File: src/rtl/vga_timing_gen.sv
// Raster timing generator for the text-mode renderer.
// Counters, undelayed coordinates/strobes and a delayed sync/blank line.
module vga_timing_gen #(
    parameter int H_ACTIVE   = 640,
    parameter int H_FP       = 16,
    parameter int H_SYNC     = 96,
    parameter int H_BP       = 48,
    parameter int V_ACTIVE   = 480,
    parameter int V_FP       = 10,
    parameter int V_SYNC     = 2,
    parameter int V_BP       = 33,
    parameter int HS_POL     = 0,
    parameter int VS_POL     = 0,
    parameter int PIPE_DELAY = 2
) (
    input  logic       clk,
    input  logic       rst,
    input  logic       pix_en,
    output logic [9:0] posx,
    output logic [8:0] posy,
    output logic       active,
    output logic       hsync,
    output logic       vsync,
    output logic       blank,
    output logic       line_start,
    output logic       frame_start,
    output logic [7:0] frame_cnt
);

    localparam int H_TOTAL = H_ACTIVE + H_FP + H_SYNC + H_BP;
    localparam int V_TOTAL = V_ACTIVE + V_FP + V_SYNC + V_BP;

    // Comparisons are done one bit wider so a 1024 boundary still fits.
    localparam logic [10:0] H_ACT = 11'(H_ACTIVE);
    localparam logic [10:0] HS_LO = 11'(H_ACTIVE + H_FP);
    localparam logic [10:0] HS_HI = 11'(H_ACTIVE + H_FP + H_SYNC);
    localparam logic [10:0] V_ACT = 11'(V_ACTIVE);
    localparam logic [10:0] VS_LO = 11'(V_ACTIVE + V_FP);
    localparam logic [10:0] VS_HI = 11'(V_ACTIVE + V_FP + V_SYNC);
    localparam logic [9:0]  H_LAST = 10'(H_TOTAL - 1);
    localparam logic [9:0]  V_LAST = 10'(V_TOTAL - 1);
    localparam logic        HS_A = (HS_POL != 0);
    localparam logic        VS_A = (VS_POL != 0);

    generate
        if (H_TOTAL > 1024 || V_TOTAL > 1024 || V_ACTIVE > 512 ||
            PIPE_DELAY < 0 || PIPE_DELAY > 7) begin : g_bad_cfg
            $error("vga_timing_gen: illegal timing parameters");
        end
    endgenerate

    logic [9:0]  r_h_cnt;
    logic [9:0]  r_v_cnt;
    logic [7:0]  r_frame_cnt;
    logic [10:0] w_h11;
    logic [10:0] w_v11;
    logic        w_active_h;
    logic        w_active_v;
    logic        w_active;
    logic        w_hs_raw;
    logic        w_vs_raw;
    logic        w_hs_del;
    logic        w_vs_del;
    logic        w_bl_del;
    logic        w_line_start;

    // Horizontal/vertical position and frame counter, advancing on pix_en.
    always_ff @(posedge clk or posedge rst) begin
        if (rst) begin
            r_h_cnt     <= '0;
            r_v_cnt     <= '0;
            r_frame_cnt <= '0;
        end else if (pix_en) begin
            if (r_h_cnt == H_LAST) begin
                r_h_cnt <= '0;
                if (r_v_cnt == V_LAST) begin
                    r_v_cnt     <= '0;
                    r_frame_cnt <= r_frame_cnt + 8'd1;
                end else begin
                    r_v_cnt <= r_v_cnt + 10'd1;
                end
            end else begin
                r_h_cnt <= r_h_cnt + 10'd1;
            end
        end
    end

    // Undelayed decode of the current raster position.
    always_comb begin
        w_h11      = {1'b0, r_h_cnt};
        w_v11      = {1'b0, r_v_cnt};
        w_active_h = (w_h11 < H_ACT);
        w_active_v = (w_v11 < V_ACT);
        w_active   = w_active_h & w_active_v;
        w_hs_raw   = (w_h11 >= HS_LO) && (w_h11 < HS_HI);
        w_vs_raw   = (w_v11 >= VS_LO) && (w_v11 < VS_HI);
        // Strobes are suppressed while reset is held.
        w_line_start = pix_en & ~rst & (r_h_cnt == 10'd0);
    end

    generate
        if (PIPE_DELAY == 0) begin : g_nodelay
            assign w_hs_del = w_hs_raw;
            assign w_vs_del = w_vs_raw;
            assign w_bl_del = ~w_active;
        end else begin : g_delay
            logic [PIPE_DELAY-1:0] r_hs_pipe;
            logic [PIPE_DELAY-1:0] r_vs_pipe;
            logic [PIPE_DELAY-1:0] r_bl_pipe;

            // Shift sync/blank toward the renderer's RGB output timing.
            always_ff @(posedge clk or posedge rst) begin
                if (rst) begin
                    r_hs_pipe <= '0;
                    r_vs_pipe <= '0;
                    r_bl_pipe <= '1;
                end else if (pix_en) begin
                    r_hs_pipe[0] <= w_hs_raw;
                    r_vs_pipe[0] <= w_vs_raw;
                    r_bl_pipe[0] <= ~w_active;
                    for (int i = 1; i < PIPE_DELAY; i++) begin
                        r_hs_pipe[i] <= r_hs_pipe[i-1];
                        r_vs_pipe[i] <= r_vs_pipe[i-1];
                        r_bl_pipe[i] <= r_bl_pipe[i-1];
                    end
                end
            end

            assign w_hs_del = r_hs_pipe[PIPE_DELAY-1];
            assign w_vs_del = r_vs_pipe[PIPE_DELAY-1];
            assign w_bl_del = r_bl_pipe[PIPE_DELAY-1];
        end
    endgenerate

    // Output mapping; reset forces the deasserted state even with no delay.
    always_comb begin
        posx        = w_active_h ? r_h_cnt : 10'd0;
        posy        = w_active_v ? r_v_cnt[8:0] : 9'd0;
        active      = w_active;
        hsync       = (w_hs_del & ~rst) ? HS_A : ~HS_A;
        vsync       = (w_vs_del & ~rst) ? VS_A : ~VS_A;
        blank       = w_bl_del | rst;
        line_start  = w_line_start;
        frame_start = w_line_start & (r_v_cnt == 10'd0);
        frame_cnt   = r_frame_cnt;
    end

endmodule

File: config.mk
export PLATFORM = sky130hd
export DESIGN_NAME = vga_timing_gen
export DESIGN_NICKNAME = d
export VERILOG_FILES = /design/src/rtl/vga_timing_gen.sv
export SDC_FILE = /design/constraint.sdc
export NUM_CORES = 1
export LEC_CHECK = 0
export CORE_ASPECT_RATIO = 2
export CORE_UTILIZATION = 43
export CTS_CLUSTER_DIAMETER = 80
export DETAILED_ROUTE_END_ITERATION = 8
export PLACE_DENSITY = 0.7
export SETUP_SLACK_MARGIN = 0.2
export SLEW_MARGIN = 20
export SYNTH_ARGS = -nofsm -noshare
export SYNTH_HDL_FRONTEND = slang
export SYNTH_SLANG_ARGS = --single-unit
File: constraint.sdc
create_clock -name clk -period 1.6 [get_ports clk]
set_input_delay 0.32 -clock clk [delete_from_list [all_inputs] [get_ports clk]]
set_output_delay 0.32 -clock clk [all_outputs]
set_load 0.005 [all_outputs]
==> run_summary.xml, run 1 <==
<?xml version="1.0" encoding="UTF-8"?>
<metrics>
  <group name="timing">
    <metric name="holdWs" unit="ns">0.170</metric>
    <metric name="finalMaxSlewViolations" unit="">0</metric>
    <metric name="pin_slew_with_the_least_headroom_to_its_limit" unit="ns">0.395</metric>
    <metric name="finalSetupViolCount" unit="">46</metric>
    <metric name="finalSetupTns" unit="ns">-13.37</metric>
    <metric name="hold_violations" unit="">0</metric>
    <metric name="post-route-period-util" unit="%">143</metric>
    <metric name="final_period_minus_worst_setup_slack" unit="ns">2.29</metric>
    <metric name="timing.final.ws_setup" unit="ns">-0.693</metric>
    <metric name="finClkSkew" unit="ns">0.00858</metric>
    <metric name="highest_clock_rate" unit="MHz">436</metric>
    <metric name="grt_setup_unrepaired" unit="">yes</metric>
    <metric name="max-slew-margin-rel" unit="%">73.5</metric>
  </group>
  <group name="route">
    <metric name="routedWlPerCell" unit="um">21.7</metric>
    <metric name="detailedRoute.firstIterationViolations" unit="">81</metric>
    <metric name="post-route-drc-count" unit="">0</metric>
    <metric name="drt-pass1-iter-count" unit="">4</metric>
    <metric name="postRouteWirelength" unit="mm">8.82</metric>
    <metric name="antenna_left" unit="">0</metric>
    <metric name="vias_per_cell" unit="">5.79</metric>
    <metric name="vias" unit="">2356</metric>
  </group>
  <group name="yosys">
    <metric name="synth_top_cell_by_area" unit="">dfrtp_1</metric>
    <metric name="yosysUniqueCellTypes" unit="">44</metric>
    <metric name="synth-edff-count" unit="">0</metric>
    <metric name="yosysTopAreaCellShare" unit="%">40.2</metric>
    <metric name="netlist_instances" unit="">202</metric>
    <metric name="post_synth_instance_area" unit="um^2">1990</metric>
    <metric name="dominantRegCellSynth" unit="">dfrtp_1</metric>
    <metric name="synth.top_cells.by_area" unit="">dfrtp_1 (40%), and2_1 (4.4%), xor2_1 (4.0%)</metric>
    <metric name="synth_async_sr_flop_share" unit="%">100</metric>
    <metric name="synthTopCellsByCount" unit="">dfrtp_1 (32), and2_1 (14), nand2_1 (13)</metric>
    <metric name="mappedNetlistNets" unit="">210</metric>
    <metric name="synthMostInstantiatedCell" unit="">dfrtp_1</metric>
    <metric name="ys_ff_latch" unit="">34</metric>
    <metric name="postSynthAreaPerCell" unit="um^2">9.87</metric>
    <metric name="ys_warn_count" unit="">0</metric>
    <metric name="portion_of_the_post_synthesis_area_used_by_sequential_elements" unit="%">42.8</metric>
  </group>
  <group name="critical_path">
    <metric name="cp_max_fo" unit="">2</metric>
    <metric name="worstSetupPathType" unit="">reg2out</metric>
    <metric name="cp_slowest_cell" unit="">dfrtp_1</metric>
    <metric name="r2r_end" unit="">frame_cnt[5]</metric>
    <metric name="worstPathArrival" unit="ns">1.97</metric>
    <metric name="regToRegStartpoint" unit="">r_h_cnt[5]</metric>
    <metric name="regToRegSetupSlack" unit="ns">-0.47</metric>
    <metric name="rr_worst_depth" unit="">8</metric>
    <metric name="crit_path_max_incr_delay" unit="ns">0.41</metric>
    <metric name="crit_required" unit="ns">1.28</metric>
    <metric name="cp_cell_sequence" unit="">inv_2 -&gt; ha_4 -&gt; nor4b_4 -&gt; nand3_2 -&gt; nor4_4 -&gt; buf_4 -&gt; and4_1 -&gt; buf_2</metric>
    <metric name="cp-end-kind" unit="">primary output</metric>
    <metric name="worst_setup_path_start_kind" unit="">flop</metric>
  </group>
  <group name="min_path">
    <metric name="holdCritPathClass" unit="">in2async</metric>
  </group>
  <group name="clock_tree">
    <metric name="cts_tree" unit="">done</metric>
    <metric name="cts_root_buffer" unit="">clkbuf_8</metric>
    <metric name="clockBufferDepth" unit="">2</metric>
    <metric name="clkTransAtPathRegs" unit="ns">0.07</metric>
    <metric name="insertion_delay" unit="ns">0.30</metric>
    <metric name="ctsHtreeMaxLevel" unit="">2</metric>
    <metric name="total_cts_buffers" unit="">5</metric>
    <metric name="cts-hold-fix-buffers" unit="">0</metric>
    <metric name="numClockSinks" unit="">34</metric>
  </group>
  <group name="power">
    <metric name="leakage" unit="nW">2.02</metric>
    <metric name="total_power" unit="mW">2.72</metric>
    <metric name="peakVddDrop" unit="V">0.000860</metric>
    <metric name="power_per_cell_area" unit="nW/um^2">694</metric>
  </group>
  <group name="job">
    <metric name="cap_viol_max_count" unit="">0</metric>
  </group>
  <group name="global_route">
    <metric name="gr-usage-all-layers" unit="%">30.3</metric>
    <metric name="grt_antenna_before_repair" unit="">0</metric>
    <metric name="first_global_vias" unit="">2221</metric>
    <metric name="globalRouteOverflowTotal" unit="">0</metric>
    <metric name="grt_start_max_net_pins" unit="">27</metric>
    <metric name="first_pass_grt_wire_length" unit="mm">10.9</metric>
  </group>
  <group name="layout">
    <metric name="flow.area_growth_from_synthesis" unit="%">97.0</metric>
    <metric name="design.final.nets" unit="">360</metric>
    <metric name="layout-drive-gt1-share" unit="%">65.2</metric>
    <metric name="antennaDiodeCount" unit="">0</metric>
  </group>
  <group name="floorplan">
    <metric name="placeableCoreArea" unit="um^2">4380</metric>
    <metric name="top_level_ports" unit="">36</metric>
    <metric name="die-width" unit="um">50.1</metric>
    <metric name="placement_rows" unit="">34</metric>
    <metric name="die_h" unit="um">98.3</metric>
    <metric name="starting_density_of_the_core" unit="%">45.5</metric>
    <metric name="die-area" unit="um^2">4930</metric>
  </group>
  <group name="place">
    <metric name="buffer_ports.inserted" unit="">35</metric>
    <metric name="detailedPlacementHpwl" unit="mm">4.09</metric>
    <metric name="gp_congestion" unit="">0.836</metric>
  </group>
  <group name="status">
    <metric name="status" unit="">complete, but fails checks</metric>
    <metric name="violations" unit="">negative setup slack</metric>
  </group>
</metrics>
-- layout make-up --
| class | instances | area (um^2) |
|---|---|---|
| multi-input cells | 143 | 1450 |
| repair buffers | 156 | 1400 |
| flip-flops and latches | 34 | 856 |
| fillers | 180 | 454 |
| clock buffers | 7 | 76.3 |
| well taps | 54 | 67.6 |
| inverters | 12 | 48.8 |
| clock inverters | 1 | 30.0 |
-- how the worst max path moves through the flow --
stage	slack (ns)	cells after the start	endpoint	from
6_report	-0.69	8	frame_start	r_h_cnt[1]
5_1_grt	-0.75	8	frame_start	r_h_cnt[1]
4_1_cts	-0.63	8	frame_start	r_h_cnt[0]
3_5_place_dp	-0.76	6	frame_start	pix_en
3_3_place_gp	-0.71	6	frame_start	pix_en
2_1_floorplan	-0.05	5	r_v_cnt[4]	r_h_cnt[7]
-- what timing repair did --
item                                   4_1_cts  5_1_grt
pin swaps                                   27       33
setup endpoints to repair                   60       49
resized for setup                          150       79
endpoints found under the hold margin        0        0
setup buffers                               35       28
gates cloned                                 1        0
-- state kept, by name, indices dropped and copies added (netlist names) --
signal and count:
g_delay.r_vs_pipe 2, frame_cnt 8, r_v_cnt 10, g_delay.r_hs_pipe 2, g_delay.r_bl_pipe 2, r_h_cnt 10
-- routing by layer --
metal | track usage (%) | routed length, um
met1 | 29.7 | 2910
met5 | 0 | 0
met4 | 20.4 | 683
met3 | 4.67 | 369
met2 | 55.1 | 4850
-- cell usage in the layout (no fill, tap or decap), drive strengths merged, types with 2 or more instances in the layout --
cell / count
dlygate4sd2: 11
nand3: 12
nand4: 8
a21oi: 3
nor3: 11
inv: 11
xnor2: 7
dfrtp: 32
or3: 2
nand4b: 2
and3: 5
nand2: 13
o21ai: 10
dfstp: 2
clkbuf: 9
nor2: 5
a22o: 2
nor2b: 4
o31ai: 2
and2: 14
xor2: 9
ha: 5
and4: 3
nor4b: 2
buf: 143
mux2: 4
nor4: 9
-- report_power, final --
| group | switching [mW] | total (mW) | internal, mW | leakage (nW) |
|---|---|---|---|---|
| Clock | 0.333 | 0.800 | 0.466 | 0.0524 |
| Sequential | 0.0741 | 0.998 | 0.924 | 0.435 |
| Combinational | 0.446 | 0.927 | 0.481 | 1.53 |
| Total | 0.853 | 2.72 | 1.87 | 2.02 |
-- stage by stage --
step / area, um^2 / worst slack (ns) / cells / util (%)
finish: 3930 / -0.693 / 407 / 89.6
global route: 3930 / -0.746 / 407 / 89.6
CTS: 3440 / -0.626 / 379 / 78.5
detailed placement: 2920 / -0.763 / 335 / 66.6
global placement: 2920 / -0.711 / 335 / 66.6
floorplan: 2130 / -0.0452 / 202 / -
-- worst max-delay path: cells and delay by family (launching register included) --
kind	cells	cell delay (ns)
flip-flops	1	0.41
adder cells (fa/ha/maj)	1	0.13
buffers and inverters	3	0.38
AND/OR/NAND/NOR	4	0.76
-- cell families after synthesis --
| logic type | after synthesis | synth area share (%) |
|---|---|---|
| muxes | 5 | 2.76 |
| AOI/OAI and AO/OA | 23 | 7.41 |
| xor gates and xnor gates | 16 | 7.03 |
| DFF | 34 | 42.8 |
| adders and majority gates | 5 | 3.14 |
| buffers and inverters | 26 | 6.15 |
| and+or+nand+nor | 93 | 30.7 |
Note: power is estimated with default switching activity, not from simulation.
==> inputs of run 2 (changes only) <==
--- a/config.mk
+++ b/config.mk
@@ -9,7 +9,8 @@
 export CORE_UTILIZATION = 43
 export CTS_CLUSTER_DIAMETER = 80
 export DETAILED_ROUTE_END_ITERATION = 8
-export PLACE_DENSITY = 0.7
+export PLACE_DENSITY = 0.82
+export RECOVER_POWER = 50
 export SETUP_SLACK_MARGIN = 0.2
 export SLEW_MARGIN = 20
 export SYNTH_ARGS = -nofsm -noshare
==> run_summary.xml, run 2 (same netlist as run 1, synthesis figures left out) <==
<?xml version="1.0" encoding="UTF-8"?>
<metrics>
  <group name="clock_tree">
    <metric name="cts_root_buffer" unit="">clkbuf_8</metric>
    <metric name="insertion_delay" unit="ns">0.31</metric>
    <metric name="ctsHtreeMaxLevel" unit="">2</metric>
    <metric name="clockBufferDepth" unit="">2</metric>
    <metric name="clkTransAtPathRegs" unit="ns">0.08</metric>
    <metric name="total_cts_buffers" unit="">5</metric>
    <metric name="cts_tree" unit="">done</metric>
    <metric name="numClockSinks" unit="">34</metric>
  </group>
  <group name="timing">
    <metric name="post-route-period-util" unit="%">145</metric>
    <metric name="final_period_minus_worst_setup_slack" unit="ns">2.32</metric>
    <metric name="grt_setup_unrepaired" unit="">yes</metric>
    <metric name="holdWs" unit="ns">0.296</metric>
    <metric name="timing.final.ws_setup" unit="ns">-0.725</metric>
    <metric name="hold_violations" unit="">0</metric>
    <metric name="finalMaxSlewViolations" unit="">0</metric>
    <metric name="max-slew-margin-rel" unit="%">41.5</metric>
    <metric name="finClkSkew" unit="ns">0.0132</metric>
    <metric name="highest_clock_rate" unit="MHz">430</metric>
    <metric name="pin_slew_with_the_least_headroom_to_its_limit" unit="ns">0.877</metric>
    <metric name="finalSetupViolCount" unit="">49</metric>
  </group>
  <group name="layout">
    <metric name="final_cell_area" unit="um^2">4150</metric>
    <metric name="design.final.nets" unit="">363</metric>
    <metric name="register_area" unit="um^2">856</metric>
    <metric name="layout.cells.most_common_list" unit="">buf_6 (76), buf_4 (53), dfrtp_1 (30), and2_4 (12)</metric>
    <metric name="antennaDiodeCount" unit="">0</metric>
    <metric name="multi_input_combinational_cell_area" unit="um^2">1510</metric>
    <metric name="number_of_filler_instances_in_the_final_layout" unit="">111</metric>
    <metric name="post_layout_nonfiller_instances" unit="">410</metric>
    <metric name="layout-drive-gt1-share" unit="%">68.0</metric>
    <metric name="flow.area_growth_from_synthesis" unit="%">108</metric>
    <metric name="layout_commonest_cell" unit="">buf_6</metric>
  </group>
  <group name="route">
    <metric name="antenna_left" unit="">0</metric>
    <metric name="detailedRoute.firstIterationViolations" unit="">211</metric>
    <metric name="drt-pass1-iter-count" unit="">4</metric>
    <metric name="vias" unit="">2700</metric>
    <metric name="vias_per_cell" unit="">6.59</metric>
    <metric name="postRouteWirelength" unit="mm">12.0</metric>
    <metric name="routedWlPerCell" unit="um">29.2</metric>
    <metric name="post-route-drc-count" unit="">0</metric>
  </group>
  <group name="floorplan">
    <metric name="top_level_ports" unit="">36</metric>
    <metric name="placement_rows" unit="">34</metric>
    <metric name="die-area" unit="um^2">4930</metric>
    <metric name="die_h" unit="um">98.3</metric>
    <metric name="die-width" unit="um">50.1</metric>
    <metric name="placeableCoreArea" unit="um^2">4380</metric>
    <metric name="starting_density_of_the_core" unit="%">45.5</metric>
  </group>
  <group name="global_route">
    <metric name="gr-usage-all-layers" unit="%">37.2</metric>
    <metric name="first_pass_grt_wire_length" unit="mm">13.3</metric>
    <metric name="grt_start_max_net_pins" unit="">34</metric>
    <metric name="grt_util_met1" unit="%">37.1</metric>
    <metric name="gr-max-usage-layer" unit="">met2</metric>
    <metric name="grtUsageMet3" unit="%">5.61</metric>
    <metric name="globalRouteOverflowTotal" unit="">0</metric>
    <metric name="first_global_vias" unit="">2524</metric>
    <metric name="global_route.usage.met2" unit="%">69.5</metric>
    <metric name="grt_antenna_before_repair" unit="">0</metric>
  </group>
  <group name="place">
    <metric name="detailedPlacementHpwl" unit="mm">3.96</metric>
    <metric name="place_area" unit="um^2">2870</metric>
    <metric name="gp_congestion" unit="">0.865</metric>
    <metric name="placement.setup.worst_slack" unit="ns">-0.849</metric>
    <metric name="buffer_ports.inserted" unit="">35</metric>
    <metric name="dp_cells" unit="">330</metric>
  </group>
  <group name="critical_path">
    <metric name="cp-end-kind" unit="">flop</metric>
    <metric name="crit_required" unit="ns">1.84</metric>
    <metric name="worst_setup_path_start_kind" unit="">flop</metric>
    <metric name="timing.critical_path.mode_cell" unit="">buf_6</metric>
    <metric name="cp_slowest_cell" unit="">dfrtp_1</metric>
    <metric name="cp_max_fo" unit="">2</metric>
    <metric name="worstPathArrival" unit="ns">2.56</metric>
    <metric name="worstSetupPathType" unit="">reg2reg</metric>
    <metric name="crit_path_max_incr_delay" unit="ns">0.41</metric>
    <metric name="cp_cell_sequence" unit="">inv_2 -&gt; buf_6 -&gt; buf_6 -&gt; buf_6 -&gt; buf_6 -&gt; buf_6 -&gt; buf_6 -&gt; buf_6 -&gt; buf_6 -&gt; buf_6 -&gt; buf_6 -&gt; buf_6 -&gt; buf_6 -&gt; buf_6 -&gt; buf_6 -&gt; buf_6 -&gt; buf_6 -&gt; o22ai_2</metric>
  </group>
  <group name="power">
    <metric name="power_per_cell_area" unit="nW/um^2">801</metric>
    <metric name="peakVddDrop" unit="V">0.00114</metric>
    <metric name="leakage" unit="nW">2.09</metric>
  </group>
  <group name="status">
    <metric name="violations" unit="">negative setup slack</metric>
    <metric name="status" unit="">complete, but fails checks</metric>
  </group>
  <group name="min_path">
    <metric name="holdCritPathClass" unit="">in2async</metric>
  </group>
  <group name="job">
    <metric name="cap_viol_max_count" unit="">0</metric>
  </group>
</metrics>
==> run 2: timing repair <==
item,in CTS,in global routing
buffers inserted,52,19
hold buffers,0,0
resized for setup,197,75
endpoints found under the setup margin,60,53
pin swaps,33,26
cloned,1,0
==> run 2: final timing paths <==
path                                       from  cells past startpoint  slack (ns)                   end
hold / removal                              rst                      4        0.30  g_delay.r_hs_pipe[1]
setup reg to reg                     r_h_cnt[1]                     18       -0.72            r_h_cnt[1]
setup / recovery                     r_h_cnt[1]                     18       -0.72            r_h_cnt[1]
hold reg to reg            g_delay.r_hs_pipe[1]                      1        0.54  g_delay.r_hs_pipe[1]
min in group clk           g_delay.r_hs_pipe[1]                      1        0.54  g_delay.r_hs_pipe[1]
max in group asynchronous                   rst                      5        0.22            r_v_cnt[9]
==> run 2: stage by stage <==
step                      utilization (%)  setup TNS [ns]  total power, mW
after floorplan                         -          -0.159             1.27
after global placement               65.5          -15.10             1.57
after detailed placement             65.5          -15.91             1.59
after CTS                            83.5           -8.76             2.89
after global routing                 94.7          -16.78             3.40
final                                94.7          -14.87             3.33
==> run 2: per-layer routing <==
layer / wire length (um) / up-vias
li1: - / 1017
met1: 3390 / 1282
met2: 6020 / 271
met3: 1100 / 130
met4: 1440 / 0
met5: 0 / -
==> run 2: critical path, delay by kind of cell, from the launching register on <==
| kind | cells | cell delay [ns] |
|---|---|---|
| buffers and inverters | 17 | 1.71 |
| DFF | 1 | 0.41 |
| AOI/OAI and AO/OA | 1 | 0.12 |
==> run 2: area by class of cell <==
| class | instances | area share, % |
|---|---|---|
| clock inverters | 3 | 1.66 |
| well taps | 54 | 1.63 |
| flip-flops and latches | 34 | 20.6 |
| multi-input cells | 142 | 36.3 |
| inverters | 12 | 1.12 |
| repair buffers | 160 | 37.1 |
| clock buffers | 5 | 1.66 |
==> run 2: power breakdown <==
group	internal, mW	switching, mW	total [mW]
sequential	0.923	0.0716	0.995
clock	0.625	0.389	1.01
combinational	0.740	0.578	1.32
==> inputs of run 3 (changes only) <==
--- a/config.mk
+++ b/config.mk
@@ -6,10 +6,10 @@
 export NUM_CORES = 1
 export LEC_CHECK = 0
 export CORE_ASPECT_RATIO = 2
-export CORE_UTILIZATION = 43
+export CORE_UTILIZATION = 25
 export CTS_CLUSTER_DIAMETER = 80
 export DETAILED_ROUTE_END_ITERATION = 8
-export PLACE_DENSITY = 0.82
+export PLACE_DENSITY = 0.58
 export RECOVER_POWER = 50
 export SETUP_SLACK_MARGIN = 0.2
 export SLEW_MARGIN = 20
==> run_summary.xml, run 3 (same netlist as run 1, synthesis figures left out) <==
<?xml version="1.0" encoding="UTF-8"?>
<metrics>
  <group name="timing">
    <metric name="timing.final.ws_setup" unit="ns">-0.642</metric>
    <metric name="finalSetupViolCount" unit="">44</metric>
    <metric name="final_period_minus_worst_setup_slack" unit="ns">2.24</metric>
    <metric name="finClkSkew" unit="ns">0.00536</metric>
    <metric name="max-slew-margin-rel" unit="%">57.3</metric>
    <metric name="post-route-period-util" unit="%">140</metric>
    <metric name="grt_setup_unrepaired" unit="">yes</metric>
    <metric name="finalMaxSlewViolations" unit="">0</metric>
    <metric name="hold_violations" unit="">0</metric>
    <metric name="pin_slew_with_the_least_headroom_to_its_limit" unit="ns">0.640</metric>
    <metric name="highest_clock_rate" unit="MHz">446</metric>
    <metric name="finalSetupTns" unit="ns">-8.34</metric>
  </group>
  <group name="floorplan">
    <metric name="top_level_ports" unit="">36</metric>
    <metric name="die-width" unit="um">65.1</metric>
    <metric name="placement_rows" unit="">45</metric>
    <metric name="die_h" unit="um">128</metric>
    <metric name="die-area" unit="um^2">8360</metric>
    <metric name="placeableCoreArea" unit="um^2">7660</metric>
    <metric name="starting_density_of_the_core" unit="%">26.0</metric>
  </group>
  <group name="global_route">
    <metric name="first_pass_grt_wire_length" unit="mm">10.6</metric>
    <metric name="grt_antenna_before_repair" unit="">0</metric>
    <metric name="globalRouteOverflowTotal" unit="">0</metric>
    <metric name="first_global_vias" unit="">2193</metric>
    <metric name="grt_start_max_net_pins" unit="">24</metric>
    <metric name="gr-usage-all-layers" unit="%">17.1</metric>
  </group>
  <group name="clock_tree">
    <metric name="insertion_delay" unit="ns">0.28</metric>
    <metric name="clockBufferDepth" unit="">2</metric>
    <metric name="cts_tree" unit="">done</metric>
    <metric name="ctsHtreeMaxLevel" unit="">2</metric>
    <metric name="numClockSinks" unit="">34</metric>
    <metric name="cts-hold-fix-buffers" unit="">0</metric>
    <metric name="total_cts_buffers" unit="">5</metric>
    <metric name="cts_root_buffer" unit="">clkbuf_16</metric>
    <metric name="clkTransAtPathRegs" unit="ns">0.06</metric>
  </group>
  <group name="power">
    <metric name="combinationalPowerShare" unit="%">26.7</metric>
    <metric name="power_frac_seq" unit="%">31.4</metric>
    <metric name="p_sw" unit="mW">0.793</metric>
    <metric name="power.share.switching" unit="%">25.4</metric>
    <metric name="leakage" unit="nW">1.90</metric>
    <metric name="clock_power_share" unit="%">41.9</metric>
    <metric name="peakVddDrop" unit="V">0.000485</metric>
    <metric name="power_per_cell_area" unit="nW/um^2">817</metric>
    <metric name="cell_internal_pwr" unit="mW">2.33</metric>
  </group>
  <group name="status">
    <metric name="status" unit="">complete, but fails checks</metric>
    <metric name="violations" unit="">negative setup slack</metric>
  </group>
  <group name="route">
    <metric name="postRouteWirelength" unit="mm">6.75</metric>
    <metric name="drt-pass1-iter-count" unit="">4</metric>
    <metric name="detailedRoute.firstIterationViolations" unit="">44</metric>
    <metric name="post-route-drc-count" unit="">0</metric>
    <metric name="routedWlPerCell" unit="um">15.8</metric>
    <metric name="vias_per_cell" unit="">4.80</metric>
    <metric name="vias" unit="">2053</metric>
    <metric name="antenna_left" unit="">0</metric>
  </group>
  <group name="layout">
    <metric name="post-route-util" unit="%">50.0</metric>
    <metric name="layout.cells.most_common_list" unit="">buf_4 (63), buf_6 (43), dfrtp_1 (28), nand2_1 (13), and2_4 (13)</metric>
    <metric name="layout_commonest_cell" unit="">buf_4</metric>
    <metric name="number_of_filler_instances_in_the_final_layout" unit="">708</metric>
    <metric name="design.final.nets" unit="">341</metric>
    <metric name="antennaDiodeCount" unit="">0</metric>
    <metric name="layout-drive-gt1-share" unit="%">61.7</metric>
    <metric name="flow.area_growth_from_synthesis" unit="%">92.0</metric>
  </group>
  <group name="critical_path">
    <metric name="cp_cell_sequence" unit="">inv_2 -&gt; ha_4 -&gt; nor4b_4 -&gt; nand3_2 -&gt; nor4_4 -&gt; buf_4 -&gt; and4_1 -&gt; buf_2</metric>
    <metric name="crit_required" unit="ns">1.28</metric>
    <metric name="critPathTopFamily" unit="">simple AND/OR/NAND/NOR gates</metric>
    <metric name="cp-end-kind" unit="">primary output</metric>
    <metric name="worst_setup_path_start_kind" unit="">flop</metric>
    <metric name="crit_path_max_incr_delay" unit="ns">0.39</metric>
    <metric name="worstPathArrival" unit="ns">1.92</metric>
    <metric name="worstSetupPathType" unit="">reg2out</metric>
    <metric name="critical_path.n_buffers_inverters" unit="">3</metric>
    <metric name="cp_max_fo" unit="">2</metric>
    <metric name="cp_slowest_cell" unit="">dfrtp_1</metric>
  </group>
  <group name="place">
    <metric name="detailedPlacementHpwl" unit="mm">4.19</metric>
    <metric name="gp_congestion" unit="">0.813</metric>
    <metric name="buffer_ports.inserted" unit="">35</metric>
  </group>
  <group name="job">
    <metric name="cap_viol_max_count" unit="">0</metric>
  </group>
  <group name="min_path">
    <metric name="holdCritPathClass" unit="">reg2reg</metric>
  </group>
</metrics>
run 3: changes by cell type in the layout (fill, tap and decap cells not counted), moves of 4 or more:
cell / delta
buf_6: -33
xnor2_2: -4
clkbuf_8: -4
xnor2_1: +4
clkbuf_16: +5
buf_4: +10
nand3_1: +4
run 3: final cells by class:
cell class	instances	area, um^2	area share [%]
tap	94	118	3.07
multi-input combinational	143	1380	36.1
sequential	34	858	22.4
timing repair buffer	137	1220	32.0
clock buffer	6	139	3.63
clock inverter	2	60.1	1.57
inverter	12	46.3	1.21
run 3: repair_timing:
item                                    CTS  global route
endpoints found under the setup margin   60            50
buffers inserted                         38            10
resized for setup                       190            36
gates cloned                              2             0
pin swaps                                26            19
run 3: power groups by stage:
stage          Combinational [mW]  Sequential (mW)  Clock [mW]
2_1_floorplan               0.302            0.972           0
3_3_place_gp                0.610            0.975           0
3_5_place_dp                0.615            0.979           0
4_1_cts                     0.774            0.977        1.33
5_1_grt                     0.901            0.987        1.36
6_report                    0.835            0.980        1.31
run 3: final timing paths:
path	depth (start not counted)	endpoint	slack, ns	start
max in group asynchronous	5	frame_cnt[1]	0.58	rst
setup / recovery	8	frame_start	-0.64	r_h_cnt[0]
hold reg to reg	1	g_delay.r_vs_pipe[1]	0.51	g_delay.r_vs_pipe[1]
hold / removal	1	g_delay.r_vs_pipe[1]	0.51	g_delay.r_vs_pipe[1]
setup reg to reg	7	frame_cnt[5]	-0.30	r_h_cnt[7]
min in group asynchronous	5	g_delay.r_vs_pipe[1]	0.53	rst
run 3: through the flow:
| stage | setup WS (ns) | hold slack [ns] | std cells | cell area (um^2) | power, mW |
|---|---|---|---|---|---|
| finish | -0.642 | 0.508 | 428 | 3830 | 3.12 |
| floorplan | -0.0452 | 0.268 | 202 | 2130 | 1.27 |
| global placement | -0.839 | 0.455 | 370 | 2910 | 1.58 |
| CTS | -0.604 | 0.294 | 418 | 3630 | 3.08 |
| global route | -0.767 | 0.514 | 428 | 3830 | 3.25 |
| detailed placement | -0.827 | 0.462 | 370 | 2910 | 1.59 |
run 3: routing by layer:
metal	part of all wire (%)	up-vias	global-route usage [%]
li1	-	981	-
met1	35	1017	16.4
met2	60	41	33.8
met3	1.9	14	1.69
met4	3.0	0	9.34
met5	0	-	0
